--- src/rtl/mux_gate_scheduler_if.sv ---
// rtl/mux_gate_scheduler_if.sv - request/operand/result bundle between two requesters and the XOR/XNOR scheduler
interface mux_gate_scheduler_if #(
    parameter int WIDTH = 8
);
    logic [1:0]       req;
    logic [WIDTH-1:0] a0;
    logic [WIDTH-1:0] b0;
    logic             op0;
    logic [WIDTH-1:0] a1;
    logic [WIDTH-1:0] b1;
    logic             op1;
    logic [1:0]       gnt;
    logic             busy;
    logic             done;
    logic             done_id;
    logic [WIDTH-1:0] y;

    modport master (
        output req, a0, b0, op0, a1, b1, op1,
        input  gnt, busy, done, done_id, y
    );

    modport slave (
        input  req, a0, b0, op0, a1, b1, op1,
        output gnt, busy, done, done_id, y
    );
endinterface

--- src/rtl/mux_gate_scheduler.sv ---
// rtl/mux_gate_scheduler.sv - two-requester serial XOR/XNOR scheduler over one mux-built bit slice
// Define MUXSCHED_RR_EN for round-robin arbitration on simultaneous requests; default is fixed priority to requester 0.
module mux_gate_scheduler #(
    parameter int WIDTH = 8,
    parameter int IDX_W = 3
) (
    input  logic                clk,
    input  logic                rst_n,
    mux_gate_scheduler_if.slave bus
);
    typedef enum logic [1:0] {
        IDLE = 2'd0,
        RUN  = 2'd1,
        DONE = 2'd2
    } state_t;

    localparam logic [IDX_W-1:0] LAST_IDX = IDX_W'(WIDTH - 1);

    state_t           state;
    logic [WIDTH-1:0] a_q;
    logic [WIDTH-1:0] b_q;
    logic             op_q;
    logic [WIDTH-1:0] shift_q;
    logic [IDX_W-1:0] idx;
    logic [1:0]       gnt_q;
    logic             busy_q;
    logic             done_q;
    logic             done_id_q;
    logic [WIDTH-1:0] y_q;

    logic             win;
    logic             a_bit;
    logic             b_bit;
    logic             b_n;
    logic             slice_bit;
    logic [WIDTH-1:0] next_shift;

`ifdef MUXSCHED_RR_EN
    logic prefer;
`endif

    // req[0] low means only requester 1 can be asking when this is used
    always_comb begin
        win = ~bus.req[0];
`ifdef MUXSCHED_RR_EN
        if (bus.req == 2'b11) begin
            win = prefer;
        end
`endif
    end

    assign a_bit = a_q[idx];
    assign b_bit = b_q[idx];
    assign b_n   = ~b_bit;

    // Shared gate slice: a 4:1 mux on {op, a} choosing b or ~b gives XOR/XNOR
    always_comb begin
        case ({op_q, a_bit})
            2'b00:   slice_bit = b_bit;
            2'b01:   slice_bit = b_n;
            2'b10:   slice_bit = b_n;
            default: slice_bit = b_bit;
        endcase
    end

    assign next_shift = {slice_bit, shift_q[WIDTH-1:1]};

    always_ff @(posedge clk or negedge rst_n) begin
        if (!rst_n) begin
            state     <= IDLE;
            a_q       <= '0;
            b_q       <= '0;
            op_q      <= 1'b0;
            shift_q   <= '0;
            idx       <= '0;
            gnt_q     <= 2'b00;
            busy_q    <= 1'b0;
            done_q    <= 1'b0;
            done_id_q <= 1'b0;
            y_q       <= '0;
`ifdef MUXSCHED_RR_EN
            prefer    <= 1'b0;
`endif
        end else begin
            case (state)
                IDLE: begin
                    done_q <= 1'b0;
                    if (bus.req != 2'b00) begin
                        a_q       <= win ? bus.a1 : bus.a0;
                        b_q       <= win ? bus.b1 : bus.b0;
                        op_q      <= win ? bus.op1 : bus.op0;
                        gnt_q     <= win ? 2'b10 : 2'b01;
                        done_id_q <= win;
                        idx       <= '0;
                        busy_q    <= 1'b1;
                        state     <= RUN;
`ifdef MUXSCHED_RR_EN
                        prefer    <= ~win;
`endif
                    end
                end
                RUN: begin
                    shift_q <= next_shift;
                    idx     <= idx + 1'b1;
                    if (idx == LAST_IDX) begin
                        y_q    <= next_shift;
                        gnt_q  <= 2'b00;
                        done_q <= 1'b1;
                        idx    <= '0;
                        state  <= DONE;
                    end
                end
                DONE: begin
                    done_q <= 1'b0;
                    busy_q <= 1'b0;
                    state  <= IDLE;
                end
                default: begin
                    gnt_q  <= 2'b00;
                    busy_q <= 1'b0;
                    done_q <= 1'b0;
                    state  <= IDLE;
                end
            endcase
        end
    end

    assign bus.gnt     = gnt_q;
    assign bus.busy    = busy_q;
    assign bus.done    = done_q;
    assign bus.done_id = done_id_q;
    assign bus.y       = y_q;
endmodule

--- src/flat_wrapper.sv ---
// flat-port wrapper written by rule: the top's interface ports become plain ports
module mux_gate_scheduler_flat 
#(
    parameter int WIDTH = 8,
    parameter int IDX_W = 3
)
  (clk, rst_n, bus_req, bus_a0, bus_b0, bus_op0, bus_a1, bus_b1, bus_op1, bus_gnt, bus_busy, bus_done, bus_done_id, bus_y);
  mux_gate_scheduler_if #(.WIDTH(WIDTH)) bus_i ();
  input  logic clk;
  input  logic rst_n;
  input wire logic [$bits(bus_i.req)-1:0] bus_req;
  input wire logic [$bits(bus_i.a0)-1:0] bus_a0;
  input wire logic [$bits(bus_i.b0)-1:0] bus_b0;
  input wire logic [$bits(bus_i.op0)-1:0] bus_op0;
  input wire logic [$bits(bus_i.a1)-1:0] bus_a1;
  input wire logic [$bits(bus_i.b1)-1:0] bus_b1;
  input wire logic [$bits(bus_i.op1)-1:0] bus_op1;
  output wire logic [$bits(bus_i.gnt)-1:0] bus_gnt;
  output wire logic [$bits(bus_i.busy)-1:0] bus_busy;
  output wire logic [$bits(bus_i.done)-1:0] bus_done;
  output wire logic [$bits(bus_i.done_id)-1:0] bus_done_id;
  output wire logic [$bits(bus_i.y)-1:0] bus_y;
  assign bus_i.req = bus_req;
  assign bus_i.a0 = bus_a0;
  assign bus_i.b0 = bus_b0;
  assign bus_i.op0 = bus_op0;
  assign bus_i.a1 = bus_a1;
  assign bus_i.b1 = bus_b1;
  assign bus_i.op1 = bus_op1;
  assign bus_gnt = bus_i.gnt;
  assign bus_busy = bus_i.busy;
  assign bus_done = bus_i.done;
  assign bus_done_id = bus_i.done_id;
  assign bus_y = bus_i.y;
  mux_gate_scheduler #(.WIDTH(WIDTH), .IDX_W(IDX_W)) u_core (.clk(clk), .rst_n(rst_n), .bus(bus_i));
endmodule
--- config.mk ---
export PLATFORM = sky130hd
export DESIGN_NAME = mux_gate_scheduler_flat
export DESIGN_NICKNAME = d
export VERILOG_FILES = /design/src/rtl/mux_gate_scheduler_if.sv /design/src/rtl/mux_gate_scheduler.sv /design/src/flat_wrapper.sv
export SDC_FILE = /design/constraint.sdc
export NUM_CORES = 1
export LEC_CHECK = 0
export ABC_AREA = 1
export BUFFER_PORTS_ARGS = -buffer_cell sky130_fd_sc_hd__buf_4
export CAP_MARGIN = 40
export CORE_MARGIN = 2
export CORE_UTILIZATION = 56
export DETAILED_ROUTE_END_ITERATION = 10
export PLACE_DENSITY_LB_ADDON = 0.25
export SLEW_MARGIN = 20
export SYNTH_ARGS = -nofsm -noshare
export SYNTH_HDL_FRONTEND = slang
export SYNTH_SLANG_ARGS = --single-unit
--- constraint.sdc ---
create_clock -name clk -period 4 [get_ports clk]
set_input_delay 0 -clock clk [delete_from_list [all_inputs] [get_ports clk]]
set_output_delay 0 -clock clk [all_outputs]
set_load 0.02 [all_outputs]
==> results of run 1 <==
## through the flow
| step | std cells | area, µm² | hold WS [ns] |
|---|---|---|---|
| global route | 375 | 2800 | 0.0688 |
| finish | 375 | 2800 | 0.0681 |
| global placement | 331 | 2370 | 0.00694 |
| detailed placement | 331 | 2370 | 0.00759 |
| floorplan | 244 | 2010 | -0.296 |
| CTS | 375 | 2800 | 0.0500 |
## state kept, by name, summed over array words and instances (netlist names)
| register | flops |
|---|---|
| u_core.a_q | 8 |
| u_core.b_q | 8 |
| u_core.bus.y | 8 |
| u_core.shift_q | 7 |
| u_core.idx | 3 |
| u_core.bus.gnt | 2 |
| u_core.state | 2 |
| u_core.bus.busy | 1 |
| u_core.bus.done | 1 |
| u_core.bus.done_id | 1 |
| u_core.op_q | 1 |
## routing by layer
metal	part of all wire	vias to the layer above	GRT usage
li1	-	943	-
met1	0.42	880	0.318
met2	0.51	69	0.435
met3	0.057	8	0.0493
met4	0.019	0	0.0951
met5	0	-	0
## cell usage after synthesis
cell type | number | area share
a31oi_1 | 17 | 0.053
a32o_1 | 1 | 0.0050
buf_2 | 3 | 0.0075
buf_4 | 2 | 0.0075
buf_6 | 3 | 0.017
clkbuf_1 | 1 | 0.0019
clkinv_1 | 1 | 0.0019
dfrtp_1 | 42 | 0.52
ha_1 | 2 | 0.012
inv_1 | 22 | 0.041
inv_2 | 1 | 0.0019
inv_4 | 2 | 0.0062
nand2_1 | 90 | 0.17
nand2_2 | 2 | 0.0062
nand3_1 | 15 | 0.037
nor2_1 | 20 | 0.037
nor2_2 | 1 | 0.0031
nor2_4 | 1 | 0.0056
nor2_8 | 1 | 0.010
o21ai_0 | 10 | 0.025
o21ai_1 | 1 | 0.0025
o21ai_2 | 6 | 0.026
## power by group through the flow
stage | clock network, mW | registers (mW) | logic, mW
after global placement | 0 | 0.765 | 0.795
after CTS | 0.225 | 0.764 | 0.989
after floorplan | 0 | 0.796 | 0.567
final | 0.221 | 0.768 | 0.993
after detailed placement | 0 | 0.773 | 0.821
after global routing | 0.244 | 0.788 | 1.12
## logic make-up after synthesis
| kind of cell | Yosys count | share of synthesized area |
|---|---|---|
| flip-flops | 42 | 0.523 |
| adder cells (fa/ha/maj) | 2 | 0.0125 |
| AO/OA/AOI/OAI | 35 | 0.112 |
| AND/OR/NAND/NOR | 130 | 0.268 |
| buffers and inverters | 35 | 0.0847 |
## cell type report
class	instances	area, µm²
clock inverter	2	12.5
sequential	42	1050
clock buffer	6	51.3
fill	218	592
timing repair buffer	86	736
inverter	26	103
multi-input combinational	167	787
tap	46	57.6
## worst max-delay path: cells and delay by family (launching register included)
family,cells,cell delay (ns)
AOI/OAI and AO/OA,2,0.30
buffers and inverters,2,0.85
DFF,1,0.46
and+or+nand+nor,2,0.25
## worst max path at each step
stage / slack (ns) / cells past startpoint / start / to
after floorplan: 2.62 / 8 / u_core.idx[1] / u_core.bus.y[7]
after global placement: 2.43 / 7 / u_core.idx[0] / u_core.bus.y[3]
after detailed placement: 2.34 / 7 / u_core.idx[0] / u_core.bus.y[3]
after CTS: 2.10 / 6 / u_core.state[1] / u_core.a_q[4]
after global routing: 1.93 / 6 / u_core.state[1] / u_core.a_q[1]
final: 2.08 / 6 / u_core.state[1] / u_core.a_q[1]
## repair_timing
action,4_1_cts,5_1_grt
gates resized for setup,0,0
hold buffers,36,0
hold endpoints to repair,62,0
==> summary.md, run 1 <==
| Metric | Value |
|---|---|
| Status | finished clean |
| RD Place Congestion | 0.831 |
| Worst EP arrival | 2.20 ns |
| PwrDens | 708 nW/µm² |
| Seq/Total Area, Yosys | 0.523 |
| Largest stage delay on the critical path | 0.57 ns |
| Clock Tree Buf Depth | 2 |
| Clk_skew | 0.00398 ns |
| Most frequent cells in the layout | 90 x nand2_1, 50 x buf_4, 42 x dfrtp_1 |
| Post-route setup TNS | 0 ns |
| Layout cells sized above 1 | 0.219 |
| First-pass GRT wire length | 8.16 mm |
| Flop2flop setup slack | 2.08 ns |
| Worst hold start | bus_req[0] |
| # DRC | 0 |
| Diodes inserted | 0 |
| TritonRoute pass-1 iters | 4 |
| Skew-Pair Late Insertion Delay | 0.34 ns |
| TritonCTS clock tree | built |
| Vias/cell | 5.07 |
| WHS Endpoint | u_core.bus.gnt[0] |
| Final critical-path required period | 1.92 ns |
| Post-DRT Antenna Nets | 0 |
| Psw | 805 µW |
| Cells after synthesis | 244 |
| Wire per inst | 12.2 µm |
| Syn nets | 284 |
| Initial antenna violation count | 0 |
| H-tree levels | 2 |
| TritonCTS buffer count | 5 |
| Comb power frac | 0.501 |
| Setup ws final | 2.08 ns |
| Worst-margin pin slew | 0.500 ns |
| Final worst-path cycle share | 0.479 |
| CTS clk-pin slew, worst paths | 0.12 ns |
| FF+latch count, synth | 42 |
| RSZ-0062 raised after global routing | no |
| Total GRT Usage | 0.254 |
| Final Hold Viols | 0 |
| Commonest non-fill, non-tap cell in the layout | nand2_1 |
| Clock sink count | 42 |
| Die width | 63.9 µm |
| HP Class | in2reg |
| Largest net degree at the start of global routing | 43 |
| Number of setup violations in the final report | 0 |
| FP Rows | 21 |
| RR Startpoint | u_core.state[1] |
| Initial Util | 0.592 |
| Hpwl dp | 2.93 mm |
| Startpoint types | flop |
| Final wirelength | 4.56 mm |
| Cell internal pwr | 1.18 mW |
| I/O pin count | 51 |
| Worst Path Max Fanout | 36 |
| Final Net Count | 368 |
| DIE HEIGHT | 63.9 µm |
| Synthesis-to-finish area growth | 39.3% |
| Die area | 4080 µm² |
| Req. time, crit path | 4.29 ns |
| Fin. max-slew vios | 0 |
| Routed vias | 1,900 |
| Dpl ws | 2.34 ns |
| Syn_area_per_cell | 8.23 µm² |
| Vias in the first global route | 1,929 |
| YS warnings | 0 |
| Total power | 1.98 mW |
| Grt total ovfl | 0 |
| Crit path capture type | flop |
| CP Class | reg2reg |
| # port buffers | 50 |
| CTS root buffer | clkbuf_4 |
| Sequential share of power | 0.387 |
| Clock network power share | 0.111 |
| Slowest stage cell, crit path | dlygate4sd3_1 |
| Yosys cell types | 22 |
| Switching Fraction | 0.406 |
| Hold path cells | 2 |
| Max_slew headroom | 0.664 |
| Lkg Pwr | 1.43 nW |
| Mapped cell area | 2010 µm² |
| Worst R2R Path Depth | 6 |
| Initial DRC count | 109 |
| Post-CTS Setup Inserts | 0 |
| Core area | 3390 µm² |
| Most frequent CP cell | nor2_1 |
| Peak supply drop | 417 µV |
| Final design utilization | 0.825 |
| CP Cell Sequence | nor2_1 > o21ai_2 > inv_4 > nor2_1 > a31oi_1 > dlygate4sd3_1 |
| Reg-to-reg critical path endpoint | u_core.a_q[1] |
| Maxcap violations | 0 |
| Max Fclk | 0.522 GHz |
Power figures use the tool's default switching activity.
==> run 2, diff against run 1 <==
--- a/config.mk
+++ b/config.mk
@@ -9,7 +9,7 @@
 export BUFFER_PORTS_ARGS = -buffer_cell sky130_fd_sc_hd__buf_4
 export CAP_MARGIN = 40
 export CORE_MARGIN = 2
-export CORE_UTILIZATION = 56
+export CORE_UTILIZATION = 52
 export DETAILED_ROUTE_END_ITERATION = 10
 export PLACE_DENSITY_LB_ADDON = 0.25
 export SLEW_MARGIN = 20
==> constraint.sdc (replaced) <==
create_clock -name clk -period 1.9 [get_ports clk]
set_input_delay 0 -clock clk [delete_from_list [all_inputs] [get_ports clk]]
set_output_delay 0 -clock clk [all_outputs]
set_load 0.02 [all_outputs]
==> run 2 against run 1 <==
  * Sequential power is 110% higher
  * Utilization is 3.9 points lower
  * Sequential share of layout area is 1.3 points lower
  * Highest routed layer unchanged
==> summary.md, run 2 (synthesis gave the netlist of run 1 again) <==
| Metric | Value |
|---|---|
| Startpoint types | flop |
| RR Startpoint | u_core.state[0] |
| Flop2flop setup slack | 0.07 ns (-2.02 ns) |
| H-tree levels | 2 (unchanged) |
| CP Cell Sequence | nor2_4 > o21ai_4 > bufinv_16 > nor2_1 > a31oi_1 > dlygate4sd3_1 |
| Slowest stage cell, crit path | dlygate4sd3_1 |
| Met3 WL | 292 µm (+13%) |
| Final critical-path required period | 1.83 ns (-0.0817 ns) |
| Hold path cells | 3 (+1) |
| Layout cells sized above 1 | 0.231 (+0.0124) |
| Synthesis-to-finish area growth | 44.4% |
| Setup ws final | 0.0652 ns (-2.02 ns) |
| Fin area | 2900 µm² (+3.6%) |
| Status | finished clean |
| # DRC | 0 (unchanged) |
| PwrDens | 1460 nW/µm² (+110%) |
| First-pass GRT wire length | 8.64 mm (+5.9%) |
| Lkg Pwr | 1.48 nW (+3.5%) |
| Wl on met1 | 2.23 mm (+17%) |
| DIE HEIGHT | 66.1 µm (+3.5%) |
| Wire per inst | 13.9 µm (+14%) |
| Final Net Count | 372 (+1.1%) |
| Total GRT Usage | 0.266 (+0.0113) |
| Vias/cell | 5.10 (+0.60%) |
| Dpl ws | 0.361 ns (-1.98 ns) |
| Area post-placement | 2390 µm² (+0.74%) |
| Initial Util | 0.544 (-0.0480) |
| # port buffers | 50 (unchanged) |
| Final Hold Viols | 0 (unchanged) |
| Grt total ovfl | 0 (unchanged) |
| Max Fclk | 0.545 GHz (+4.5%) |
| Maxcap violations | 0 (unchanged) |
| Fin. max-slew vios | 0 (unchanged) |
| CTS root buffer | clkbuf_8 |
| WHS Endpoint | u_core.b_q[2] |
| Wire length on met2 | 2.64 mm (+14%) |
| Worst EP arrival | 2.07 ns (-0.13 ns) |
| Most frequent cells in the layout | 90 x nand2_1, 53 x buf_4, 41 x dfrtp_1 |
| Vias in the first global route | 1,867 (-3.2%) |
| Commonest non-fill, non-tap cell in the layout | nand2_1 |
| Highest metal used | met4 |
| Routed vias | 1,942 (+2.2%) |
| Initial DRC count | 139 (+28%) |
| Diodes inserted | 0 (unchanged) |
| Number of setup violations in the final report | 0 (unchanged) |
| HP Class | in2reg |
| Skew-Pair Late Insertion Delay | 0.30 ns (-0.04 ns) |
| Clk_skew | 0.00347 ns (-0.000516 ns) |
| TritonCTS buffer count | 5 (unchanged) |
| Reg-to-reg critical path endpoint | u_core.a_q[6] |
| Final wirelength | 5.30 mm (+16%) |
| CP Class | reg2reg |
| Hpwl dp | 2.86 mm (-2.3%) |
| I/O pin count | 51 (unchanged) |
| Worst Path Max Fanout | 18 (-50%) |
| Worst R2R Path Depth | 6 (unchanged) |
| Die width | 66.1 µm (+3.5%) |
| TritonRoute pass-1 iters | 4 (unchanged) |
| Clock Tree Buf Depth | 2 (unchanged) |
| Max_slew headroom | 0.644 (-0.0200) |
| Largest net degree at the start of global routing | 43 (unchanged) |
| Crit path capture type | flop |
| Worst hold start | bus_req[0] |
| Largest stage delay on the critical path | 0.58 ns (about the same) |
| RD Place Congestion | 0.856 (+2.9%) |
| Total power | 4.24 mW (+110%) |
| TritonCTS clock tree | built |
| FP Rows | 22 (+4.8%) |
| Core area | 3690 µm² (+8.8%) |
| Post-DRT Antenna Nets | 0 (unchanged) |
| Clock sink count | 42 (unchanged) |
| CTS clk-pin slew, worst paths | 0.08 ns (-0.04 ns) |
| Worst-margin pin slew | 0.533 ns (+0.0331 ns) |
| Initial antenna violation count | 0 (unchanged) |
| Peak supply drop | 717 µV (+72%) |
| Final worst-path cycle share | 0.966 (+0.487) |
| Die area | 4380 µm² (+7.2%) |
| Req. time, crit path | 2.14 ns (-2.15 ns) |
run 2: cell count changes in the layout (fill, tap and decap cells not counted), sizes merged:
| cell | delta |
|---|---|
| bufinv | +1 |
| buf | +3 |
| clkbuf | +1 |
| clkinvlp | -1 |
run 2: cell type report:
class / instances / area [µm²]
flip-flops and latches: 42 / 1050
multi-input cells: 167 / 802
fillers: 258 / 790
repair buffers: 89 / 758
inverters: 26 / 126
clock buffers: 7 / 86.3
well taps: 48 / 60.1
repair inverters: 1 / 8.76
clock inverters: 1 / 5.00
run 2: critical path: cells and delay by family (launching register included):
kind	cells	cell delay [ns]
compound gates	2	0.28
buf+inv	2	0.84
flops	1	0.43
simple gates	2	0.22
run 2: layer usage:
| layer | vias to the layer above | global-route usage |
|---|---|---|
| met5 | - | 0 |
| met4 | 0 | 0.107 |
| met3 | 13 | 0.0664 |
| met2 | 76 | 0.445 |
| met1 | 905 | 0.326 |
| li1 | 948 | - |
run 2: timing repair:
| item | CTS | global route |
|---|---|---|
| hold endpoints to repair | 60 | 0 |
| resized for setup | 0 | 8 |
| hold buffers | 36 | 0 |
| setup endpoints to repair | 0 | 3 |
| setup buffers | 0 | 1 |
run 2: worst max path at each step:
stage / startpoint / endpoint / depth (start not counted)
after floorplan: u_core.idx[1] / u_core.bus.y[7] / 8
after global placement: u_core.idx[0] / u_core.bus.y[3] / 7
after detailed placement: u_core.idx[0] / u_core.bus.y[0] / 7
after CTS: u_core.state[1] / u_core.a_q[0] / 6
after global routing: u_core.state[0] / u_core.a_q[6] / 6
final: u_core.state[0] / u_core.a_q[6] / 6
run 2: report_power, final:
part	internal, mW	switching, mW
registers	1.32	0.286
clock network	0.294	0.315
logic	0.874	1.15
run 2: through the flow:
stage	std cells	utilization	hold slack [ns]	TNS [ns]
finish	381	0.786	0.0953	0
floorplan	244	-	-0.296	0
global route	381	0.786	0.0965	-0.0168
CTS	379	0.771	0.0715	0
detailed placement	335	0.648	0.0125	0
global placement	335	0.648	0.0110	0
==> run 3, diff against run 2 <==
--- a/config.mk
+++ b/config.mk
@@ -12,6 +12,7 @@
 export CORE_UTILIZATION = 52
 export DETAILED_ROUTE_END_ITERATION = 10
 export PLACE_DENSITY_LB_ADDON = 0.25
+export REMOVE_ABC_BUFFERS = 1
 export SLEW_MARGIN = 20
 export SYNTH_ARGS = -nofsm -noshare
 export SYNTH_HDL_FRONTEND = slang
==> run 3 against run 2 <==
  * Highest routed layer unchanged
  * Global-route usage down 2.9 points
  * Final cell count down 1.0%
  * Critical path type unchanged
  * Clock-buffer cell count is the same
  * Combinational power decreased by 3%
  * Hold slack lost 0.050 ns
  * First-iteration DRC count is 16% lower
  * Utilization decreased by 1.2 points
  * Register-to-register slack hardly changed
  * Sequential power hardly changed
==> summary.md, run 3 (synthesis gave the netlist of run 1 again) <==
| Metric | Value |
|---|---|
| Lkg Pwr | 1.46 nW (-1.4%) |
| Comb power frac | 0.479 (about the same) |
| H-tree levels | 2 (unchanged) |
| Final critical-path required period | 1.83 ns (-0.00819 ns) |
| DIE HEIGHT | 66.1 µm (unchanged) |
| Skew-Pair Late Insertion Delay | 0.29 ns (about the same) |
| Vias/cell | 5.03 (-1.2%) |
| Worst Path Max Fanout | 18 (unchanged) |
| Largest stage delay on the critical path | 0.58 ns (about the same) |
| Clk_skew | 0.00491 ns (+0.00144 ns) |
| Wire per inst | 12.5 µm (-9.9%) |
| Startpoint types | flop |
| Peak supply drop | 681 µV (-5.1%) |
| RD Place Congestion | 0.854 (-0.23%) |
| WP buf/inv | 2 (unchanged) |
| Clock sink count | 42 (unchanged) |
| Vias in the first global route | 1,830 (-2.0%) |
| Hpwl dp | 2.77 mm (-3.3%) |
| # port buffers | 50 (unchanged) |
| Post-DRT Antenna Nets | 0 (unchanged) |
| Total GRT Usage | 0.236 (-0.0294) |
| Sequential share of power | 0.390 (+0.011) |
| CTS root buffer | clkbuf_8 |
| Worst-margin pin slew | 0.516 ns (-0.0176 ns) |
| Maxcap violations | 0 (unchanged) |
| Total power | 4.09 mW (-3.5%) |
| Final wirelength | 4.73 mm (-11%) |
| HP Class | in2reg |
| Initial antenna violation count | 0 (unchanged) |
| Post-route setup TNS | 0 ns (unchanged) |
| Grt total ovfl | 0 (unchanged) |
| Switching Fraction | 0.411 (-0.00263) |
| RSZ-0062 raised after global routing | no |
| Critical path's top delay family | buffers and inverters |
| CP Class | reg2reg |
| Final worst-path cycle share | 0.961 (-0.00431) |
| Diodes inserted | 0 (unchanged) |
| Cell internal pwr | 2.41 mW (-3.1%) |
| Post-CTS Setup Inserts | 0 (unchanged) |
| Fin. max-slew vios | 0 (unchanged) |
| Die area | 4380 µm² (unchanged) |
| Slowest stage cell, crit path | dlygate4sd3_1 |
| First-pass GRT wire length | 7.97 mm (-7.7%) |
| Core area | 3690 µm² (unchanged) |
| Initial DRC count | 117 (-16%) |
| Crit path capture type | flop |
| TritonCTS clock tree | built |
| TritonCTS buffer count | 5 (unchanged) |
| TritonRoute pass-1 iters | 4 (unchanged) |
| I/O pin count | 51 (unchanged) |
| Req. time, crit path | 2.13 ns (about the same) |
| Commonest non-fill, non-tap cell in the layout | nand2_1 |
| Status | finished clean |
| Layout cells sized above 1 | 0.222 (-0.00935) |
| Clock network power share | 0.131 (-0.013) |
| Synthesis-to-finish area growth | 42.2% |
| Largest net degree at the start of global routing | 43 (unchanged) |
| CP Cell Sequence | nor2_4 > o21ai_4 > bufinv_16 > nor2_1 > a31oi_1 > dlygate4sd3_1 |
| Clock Tree Buf Depth | 2 (unchanged) |
| PwrDens | 1430 nW/µm² (-2.0%) |
| Number of setup violations in the final report | 0 (unchanged) |
| Die width | 66.1 µm (unchanged) |
| CTS clk-pin slew, worst paths | 0.08 ns (about the same) |
| Final Hold Viols | 0 (unchanged) |
| Final Net Count | 369 (-0.81%) |
| # DRC | 0 (unchanged) |
| Most frequent cells in the layout | 90 x nand2_1, 52 x buf_4, 42 x dfrtp_1 |
| Routed vias | 1,898 (-2.3%) |
| Worst EP arrival | 2.06 ns (about the same) |
| Psw | 1.68 mW (-4.1%) |
| Initial Util | 0.544 (unchanged) |
| Max Fclk | 0.547 GHz (+0.45%) |
| FP Rows | 22 (unchanged) |
| Max_slew headroom | 0.656 (+0.0117) |
## run 3: changes by cell type in the layout (fill, tap and decap cells not counted), sizes merged
cell,before,now
dlygate4sd3,36,34
clkinv,2,1
buf,53,52
## run 3: stage by stage
stage	area [µm²]	setup slack, ns	hold WS (ns)	cells	utilization
floorplan	1940	0.416	-0.296	235	-
global placement	2390	0.429	0.00610	335	0.648
detailed placement	2390	0.377	0.0121	335	0.648
CTS	2810	0.0254	0.000430	376	0.761
global route	2860	0.00149	0.0376	377	0.774
finish	2860	0.0734	0.0456	377	0.774
## run 3: tightest hold or removal path, stage by stage
cell and delay [ns]:
buf_4 0.11, nand2_1 0.08, a31oi_1 0.11
## run 3: timing repair
item                                    CTS  global route
endpoints found under the setup margin    0             1
hold endpoints to repair                 59             0
resized for setup                         0             7
hold buffers                             34             0
## run 3: per-layer routing
layer	wire length, µm	vias up	track usage
met5	0	-	0
met4	38	0	0.0689
met3	270	6	0.0426
met2	2460	65	0.418
met1	1960	883	0.293
li1	-	944	-
## run 3: final cells by class
class / instances / area [µm²]
clock buffers: 7 / 76.3
fillers: 267 / 833
inverters: 26 / 126
multi-input cells: 167 / 802
flip-flops and latches: 42 / 1050
well taps: 48 / 60.1
repair buffers: 86 / 731
repair inverters: 1 / 8.76
## run 3: worst paths after layout
path / startpoint / to / slack (ns) / cells past startpoint
worst min-delay path: bus_a1[1] / u_core.a_q[1] / 0.05 / 3
worst min register to register: u_core.bus.y[6] / u_core.bus.y[6] / 0.48 / 2
min in group asynchronous: rst_n / u_core.bus.done_id / 0.23 / 2
worst max-delay path: u_core.state[1] / u_core.a_q[2] / 0.07 / 6
worst max register to register: u_core.state[1] / u_core.a_q[2] / 0.07 / 6
max in group asynchronous: rst_n / u_core.shift_q[6] / 1.31 / 2
## run 3: power groups by stage
stage	logic, mW	clock network, mW	registers [mW]
detailed placement	1.79	0	1.60
CTS	1.87	0.539	1.58
global route	2.23	0.578	1.65
finish	1.96	0.537	1.59
floorplan	1.09	0	1.69
global placement	1.73	0	1.58
